[src/rtl/ex_muldiv_pkg.sv]
// ex_muldiv_pkg: shared op and FSM state encodings for the EX-stage multiply/divide unit
package ex_muldiv_pkg;
    typedef enum logic [2:0] {
        MD_IDLE = 3'd0,
        MD_MUL  = 3'd1,
        MD_DIV  = 3'd2,
        MD_FIX  = 3'd3,
        MD_DONE = 3'd4
    } md_state_e;
    localparam logic [1:0] MD_OP_MULT  = 2'b00;
    localparam logic [1:0] MD_OP_MULTU = 2'b01;
    localparam logic [1:0] MD_OP_DIV   = 2'b10;
    localparam logic [1:0] MD_OP_DIVU  = 2'b11;
endpackage

[src/rtl/ex_muldiv_div_core.sv]
// ex_muldiv_div_core: iterative unsigned restoring divider, one quotient bit per cycle
//   clk, rst (async active-low), i_start loads operands, i_cancel aborts (sync),
//   o_done high during the last iteration, o_quotient/o_remainder valid the cycle after
module ex_muldiv_div_core #(
    parameter int WIDTH = 32
) (
    input  logic             clk,
    input  logic             rst,
    input  logic             i_start,
    input  logic             i_cancel,
    input  logic [WIDTH-1:0] i_dividend,
    input  logic [WIDTH-1:0] i_divisor,
    output logic             o_done,
    output logic [WIDTH-1:0] o_quotient,
    output logic [WIDTH-1:0] o_remainder
);
    localparam int CW = $clog2(WIDTH + 1);
    logic [CW-1:0]    r_cnt;
    logic [WIDTH-1:0] r_rem;
    logic [WIDTH-1:0] r_quo;
    logic [WIDTH-1:0] r_div;
    logic [WIDTH:0]   w_sh;
    logic [WIDTH:0]   w_sub;
    // partial remainder shifted left with the next dividend bit; remainder < divisor keeps it in WIDTH+1 bits
    assign w_sh        = {r_rem, r_quo[WIDTH-1]};
    assign w_sub       = w_sh - {1'b0, r_div};
    assign o_done      = r_cnt == CW'(1);
    assign o_quotient  = r_quo;
    assign o_remainder = r_rem;
    always_ff @(posedge clk or negedge rst) begin
        if (!rst) begin
            r_cnt <= '0;
            r_rem <= '0;
            r_quo <= '0;
            r_div <= '0;
        end else if (i_cancel) begin
            r_cnt <= '0;
        end else if (i_start) begin
            r_cnt <= CW'(WIDTH);
            r_rem <= '0;
            r_quo <= i_dividend;
            r_div <= i_divisor;
        end else if (r_cnt != '0) begin
            r_cnt <= r_cnt - CW'(1);
            r_rem <= w_sub[WIDTH] ? w_sh[WIDTH-1:0] : w_sub[WIDTH-1:0];
            r_quo <= {r_quo[WIDTH-2:0], ~w_sub[WIDTH]};
        end
    end
endmodule

[src/rtl/ex_muldiv.sv]
// ex_muldiv: multi-cycle MULT/MULTU/DIV/DIVU unit that stalls EX and writes HI/LO once
//   clk, rst (async active-low), start/op/operand_1/operand_2 from EX, flush cancels,
//   stall_request holds IF..EX, busy = not idle, hilo_write_en strobes hi_out/lo_out
module ex_muldiv
    import ex_muldiv_pkg::*;
#(
    parameter int WIDTH      = 32,
    parameter int MUL_CYCLES = 2
) (
    input  logic             clk,
    input  logic             rst,
    input  logic             start,
    input  logic [1:0]       op,
    input  logic [WIDTH-1:0] operand_1,
    input  logic [WIDTH-1:0] operand_2,
    input  logic             flush,
    output logic             stall_request,
    output logic             busy,
    output logic             hilo_write_en,
    output logic [WIDTH-1:0] hi_out,
    output logic [WIDTH-1:0] lo_out
);
    localparam int CW = $clog2(MUL_CYCLES + 1);
    md_state_e          r_state;
    md_state_e          w_next;
    logic [WIDTH-1:0]   r_a;
    logic [WIDTH-1:0]   r_b;
    logic [1:0]         r_op;
    logic               r_dz;
    logic [CW-1:0]      r_cnt;
    logic [2*WIDTH-1:0] r_prod [MUL_CYCLES];
    logic [WIDTH-1:0]   r_q;
    logic [WIDTH-1:0]   r_r;
    logic [WIDTH-1:0]   r_hi;
    logic [WIDTH-1:0]   r_lo;
    logic               w_accept;
    logic               w_dz_in;
    logic               w_sgn_in;
    logic [WIDTH-1:0]   w_mag_a;
    logic [WIDTH-1:0]   w_mag_b;
    logic               w_done;
    logic [WIDTH-1:0]   w_quo;
    logic [WIDTH-1:0]   w_rem;
    logic               w_smul;
    logic [2*WIDTH-1:0] w_ext_a;
    logic [2*WIDTH-1:0] w_ext_b;
    logic [2*WIDTH-1:0] w_prod;
    logic               w_sdiv;
    logic               w_wr;
    logic [WIDTH-1:0]   w_res_hi;
    logic [WIDTH-1:0]   w_res_lo;
    assign w_accept = r_state == MD_IDLE && start && !flush;
    assign w_dz_in  = operand_2 == '0;
    assign w_sgn_in = op == MD_OP_DIV;
    assign w_mag_a  = (w_sgn_in && operand_1[WIDTH-1]) ? -operand_1 : operand_1;
    assign w_mag_b  = (w_sgn_in && operand_2[WIDTH-1]) ? -operand_2 : operand_2;
    ex_muldiv_div_core #(.WIDTH(WIDTH)) u_div (
        .clk         (clk),
        .rst         (rst),
        .i_start     (w_accept && op[1] && !w_dz_in),
        .i_cancel    (flush),
        .i_dividend  (w_mag_a),
        .i_divisor   (w_mag_b),
        .o_done      (w_done),
        .o_quotient  (w_quo),
        .o_remainder (w_rem)
    );
    // a 2W-bit product of sign/zero-extended operands is exact for both MULT and MULTU
    assign w_smul   = r_op == MD_OP_MULT;
    assign w_ext_a  = {{WIDTH{w_smul && r_a[WIDTH-1]}}, r_a};
    assign w_ext_b  = {{WIDTH{w_smul && r_b[WIDTH-1]}}, r_b};
    assign w_prod   = w_ext_a * w_ext_b;
    assign w_sdiv   = r_op == MD_OP_DIV;
    assign w_res_hi = !r_op[1] ? r_prod[MUL_CYCLES-1][2*WIDTH-1:WIDTH] : r_dz ? r_a : r_r;
    assign w_res_lo = !r_op[1] ? r_prod[MUL_CYCLES-1][WIDTH-1:0] : r_dz ? '1 : r_q;
    assign w_wr          = r_state == MD_DONE && !flush;
    assign hilo_write_en = w_wr;
    assign hi_out        = w_wr ? w_res_hi : r_hi;
    assign lo_out        = w_wr ? w_res_lo : r_lo;
    assign busy          = r_state != MD_IDLE;
    assign stall_request = w_accept || r_state == MD_MUL || r_state == MD_DIV || r_state == MD_FIX;
    always_comb begin
        w_next = r_state;
        if (flush) begin
            w_next = MD_IDLE;
        end else begin
            case (r_state)
                MD_IDLE: if (start) w_next = !op[1] ? MD_MUL : w_dz_in ? MD_DONE : MD_DIV;
                MD_MUL:  if (r_cnt == CW'(MUL_CYCLES - 1)) w_next = MD_DONE;
                MD_DIV:  if (w_done) w_next = MD_FIX;
                MD_FIX:  w_next = MD_DONE;
                default: w_next = MD_IDLE;
            endcase
        end
    end
    always_ff @(posedge clk or negedge rst) begin
        if (!rst) begin
            r_state <= MD_IDLE;
            r_a     <= '0;
            r_b     <= '0;
            r_op    <= '0;
            r_dz    <= 1'b0;
            r_cnt   <= '0;
            r_q     <= '0;
            r_r     <= '0;
            r_hi    <= '0;
            r_lo    <= '0;
            for (int i = 0; i < MUL_CYCLES; i++) r_prod[i] <= '0;
        end else begin
            r_state <= w_next;
            r_prod[0] <= w_prod;
            for (int i = 1; i < MUL_CYCLES; i++) r_prod[i] <= r_prod[i-1];
            if (w_accept) begin
                r_a   <= operand_1;
                r_b   <= operand_2;
                r_op  <= op;
                r_dz  <= w_dz_in;
                r_cnt <= '0;
            end
            if (r_state == MD_MUL) r_cnt <= r_cnt + CW'(1);
            // quotient negative when signs differ; remainder follows the dividend
            if (r_state == MD_FIX) begin
                r_q <= (w_sdiv && (r_a[WIDTH-1] ^ r_b[WIDTH-1])) ? -w_quo : w_quo;
                r_r <= (w_sdiv && r_a[WIDTH-1]) ? -w_rem : w_rem;
            end
            if (w_wr) begin
                r_hi <= w_res_hi;
                r_lo <= w_res_lo;
            end
        end
    end
endmodule
[config.mk]
export PLATFORM = sky130hd
export DESIGN_NAME = ex_muldiv
export DESIGN_NICKNAME = d
export VERILOG_FILES = /design/src/rtl/ex_muldiv_pkg.sv /design/src/rtl/ex_muldiv_div_core.sv /design/src/rtl/ex_muldiv.sv
export SDC_FILE = /design/constraint.sdc
export NUM_CORES = 2
export LEC_CHECK = 0
export CORE_UTILIZATION = 57
export CTS_CLUSTER_SIZE = 30
export DETAILED_ROUTE_END_ITERATION = 6
export HOLD_SLACK_MARGIN = 0.1
export PLACE_DENSITY_LB_ADDON = 0.12
export SLEW_MARGIN = 10
export SYNTH_ARGS = -nofsm -noshare
export SYNTH_HDL_FRONTEND = slang
export SYNTH_SLANG_ARGS = --single-unit
export TNS_END_PERCENT = 30
[constraint.sdc]
create_clock -name clk -period 16 [get_ports clk]
set_input_delay 3.2 -clock clk [delete_from_list [all_inputs] [get_ports clk]]
set_output_delay 3.2 -clock clk [all_outputs]
set_load 0.03 [all_outputs]
==> results.py <==
metrics = {
    "outcome": {
        "outcome": "finished, final reports clean",
    },
    "detailed_routing": {
        "drt_iter0_drc": 3314,
        "drt_pass1_iterations": 6,
        "vias_per_cell": 5.64,
        "ant_nets": 0,
        "routed_wl_um": 166000,
        "post_drt_wl_per_cell_um": 21.7,
        "vias": 43190,
        "drcViolationCount": 0,
    },
    "critical_path": {
        "slowest_stage": "dfrtp_4",
        "path_max_fanout": 53,
        "crit_required_ns": 16.47,
        "cp_common_cell": "fa_1",
        "worst_setup_path_start_kind": "flop",
        "setup.worst_path.end_class": "flop",
        "worstSetupPathType": "flop to flop",
        "worstPathArrival_ns": 10.12,
        "critPathMaxStageDelay_ns": 0.69,
    },
    "logic_synthesis": {
        "synth-warning-count": 0,
        "synth-xor-area-share_pct": 3.46,
        "synth.area.mux_share_pct": 1.12,
        "syn-cell-area_um2": 57900,
        "yosys.area_share.simple_pct": 14.8,
        "synth_cell_types": 74,
        "synthArstFlopShare_pct": 100,
        "synth_enable_flop_cells": 0,
        "synth_common_cells": "1286 x nand2_1, 1228 x inv_1, 1126 x fa_1, 430 x dfrtp_1, 360 x clkbuf_1",
        "postSynthCellCount": 6381,
        "yosys.area_share.adder_pct": 44.3,
        "yosysMostFrequentCell": "nand2_1",
        "synth_top_family_by_area": "adder cells",
        "syn_area_per_cell_um2": 9.08,
        "synth.largest_area_cell": "fa_1",
        "yosys-top-cells-area": "fa_1 39%, dfrtp_1 19%, nand2_1 8.3%",
        "synth_compound_area_share_pct": 7.13,
        "ys_seq_area_share_pct": 18.6,
        "syn_nets": 7829,
        "synth_flop_cell": "dfrtp_1",
        "synth_top_area_share_pct": 38.9,
        "synth-seq-cells": 430,
    },
    "clocking": {
        "cts_tree": "yes",
        "cts_setup_buffers": 0,
        "hold_buffers": 0,
        "cts_max_path_buffers": 3,
        "insertion_delay_ns": 0.61,
        "htree_levels": 2,
        "numCtsBuffers": 44,
        "clk_pin_slew_ns": 0.07,
        "ctsResizeCount": 0,
        "clkSinkCount": 430,
        "root_buffer": "clkbuf_16",
    },
    "timing": {
        "tightest_slew_ns": 1.12,
        "setup_viol": 0,
        "fin_crit_sh_pct": 60.3,
        "max_clock_freq_mhz": 104,
        "setup_tns_ns": 0,
        "slew_headroom_pct": 25.4,
        "grt_setup_unrepaired": "false",
        "setup_slack_ns": 6.35,
        "period_needed_ns": 9.65,
        "drv_slew": 0,
        "hold_viol_final": 0,
        "fin_worst_skew_ns": 0.0436,
    },
    "grt": {
        "antenna_found_initial": 13,
        "grt_pass1_vias": 44906,
        "grt_pass1_wl_um": 261000,
        "overflow": 0,
        "grt_max_degree": 168,
        "track_usage_pct": 33.5,
    },
    "floorplan": {
        "die_w_um": 321,
        "die_area_um2": 103000,
        "rows": 116,
        "io_pins": 137,
        "start_util_pct": 57.7,
        "die_y_um": 321,
        "core_area_um2": 100000,
    },
    "placed_design": {
        "port_buffers": 136,
        "hpwl_um": 121000,
        "pre_cts_slack_ns": 6.55,
        "gp_congestion": 0.919,
    },
    "layout": {
        "utilization_pct": 61.4,
        "drive_gt1_share_pct": 3.10,
        "layout.nets": 7706,
        "area_growth_pct": 6.51,
        "nFillCells": 8748,
    },
    "job": {
        "drv_cap": 0,
    },
    "hold_path": {
        "holdCritPathClass": "flop to flop",
    },
}
[placed cells by master, fill, tap and decap left out, types with 12 or more instances in the layout]
master / instances
buf_4: 75
xor2_1: 87
clkbuf_16: 45
fa_1: 1126
a21oi_1: 161
o21ai_1: 28
nor2b_1: 14
o31ai_1: 14
dfrtp_1: 417
and3_1: 32
a21o_1: 59
a31oi_1: 18
nor3_1: 34
xnor2_1: 142
nand2_1: 1285
nor2_1: 158
nand4_1: 18
and2_1: 302
inv_1: 1228
nor4_1: 17
o21ai_0: 305
clkdlybuf4s50_1: 135
ha_1: 252
mux2i_1: 65
o21bai_1: 14
nand2b_1: 18
dfrtp_2: 12
o21a_1: 12
o22ai_1: 33
nand3_1: 27
[worst max-delay path: cells and delay by family, from the launching register on]
kind / cells / cell delay (ns)
fa+ha+maj: 9 / 4.46
simple gates: 6 / 1.80
compound gates: 7 / 1.29
buf+inv: 6 / 1.09
flops: 1 / 0.69
xor+xnor: 1 / 0.16
[through the flow]
stage	cells	hold WS, ns	instance area (um^2)
finish	7654	0.343	61700
global route	7650	0.346	61700
CTS	7650	0.343	61700
detailed placement	7569	0.335	60200
global placement	7569	0.332	60200
floorplan	6381	0.331	57900
[per-layer routing]
metal,GRT usage (%),share of wire [%],vias up
li1,-,-,18816
met1,44.8,40,22206
met2,55.8,48,1755
met3,3.85,7.1,411
met4,14.2,5.0,2
met5,0,0.0072,-
[final cells by class]
type	count	area (um^2)	area share (%)
inverters	1229	4610	7.47
well taps	1357	1700	2.75
diodes	4	10.0	0.0162
multi-input cells	4340	41100	66.7
flip-flops and latches	430	10800	17.5
clock inverters	20	255	0.414
clock buffers	61	1260	2.04
repair buffers	213	1970	3.19
[state kept, by name, indices dropped and copies added, names as in the netlist]
| signal | count |
|---|---|
| r_op | 2 |
| r_a | 32 |
| u_div.o_quotient | 32 |
| r_lo | 32 |
| r_b | 32 |
| r_cnt | 2 |
| r_q | 32 |
| r_hi | 32 |
| u_div.o_remainder | 32 |
| u_div.r_cnt | 6 |
| r_state | 3 |
| u_div.r_div | 32 |
| r_prod | 128 |
| r_r | 32 |
| r_dz | 1 |
[logic make-up after synthesis]
group,Yosys count
XOR/XNOR,229
flip-flops,430
AO/OA/AOI/OAI,712
multiplexers,65
adder cells (fa/ha/maj),1378
AND/OR/NAND/NOR,1956
buffers and inverters,1611
[final timing paths]
kind / startpoint / endpoint / slack [ns] / depth (start not counted)
setup / recovery: r_op[1]$_DFFE_PN0P_ / r_prod[122]$_DFF_PN0_ / 6.35 / 29
hold / removal: r_prod[105]$_DFF_PN0_ / r_prod[41]$_DFF_PN0_ / 0.34 / 0
setup reg to reg: r_op[1]$_DFFE_PN0P_ / r_prod[122]$_DFF_PN0_ / 6.35 / 29
hold reg to reg: r_prod[105]$_DFF_PN0_ / r_prod[41]$_DFF_PN0_ / 0.34 / 0
max in group asynchronous: rst / r_b[20]$_DFFE_PN0P_ / 11.86 / 2
min in group asynchronous: rst / r_lo[6]$_DFF_PN0_ / 2.61 / 1
Power is left out: the tool's default activity adds up to more than one toggle a clock period on the data nets, which glitch-free logic cannot reach.
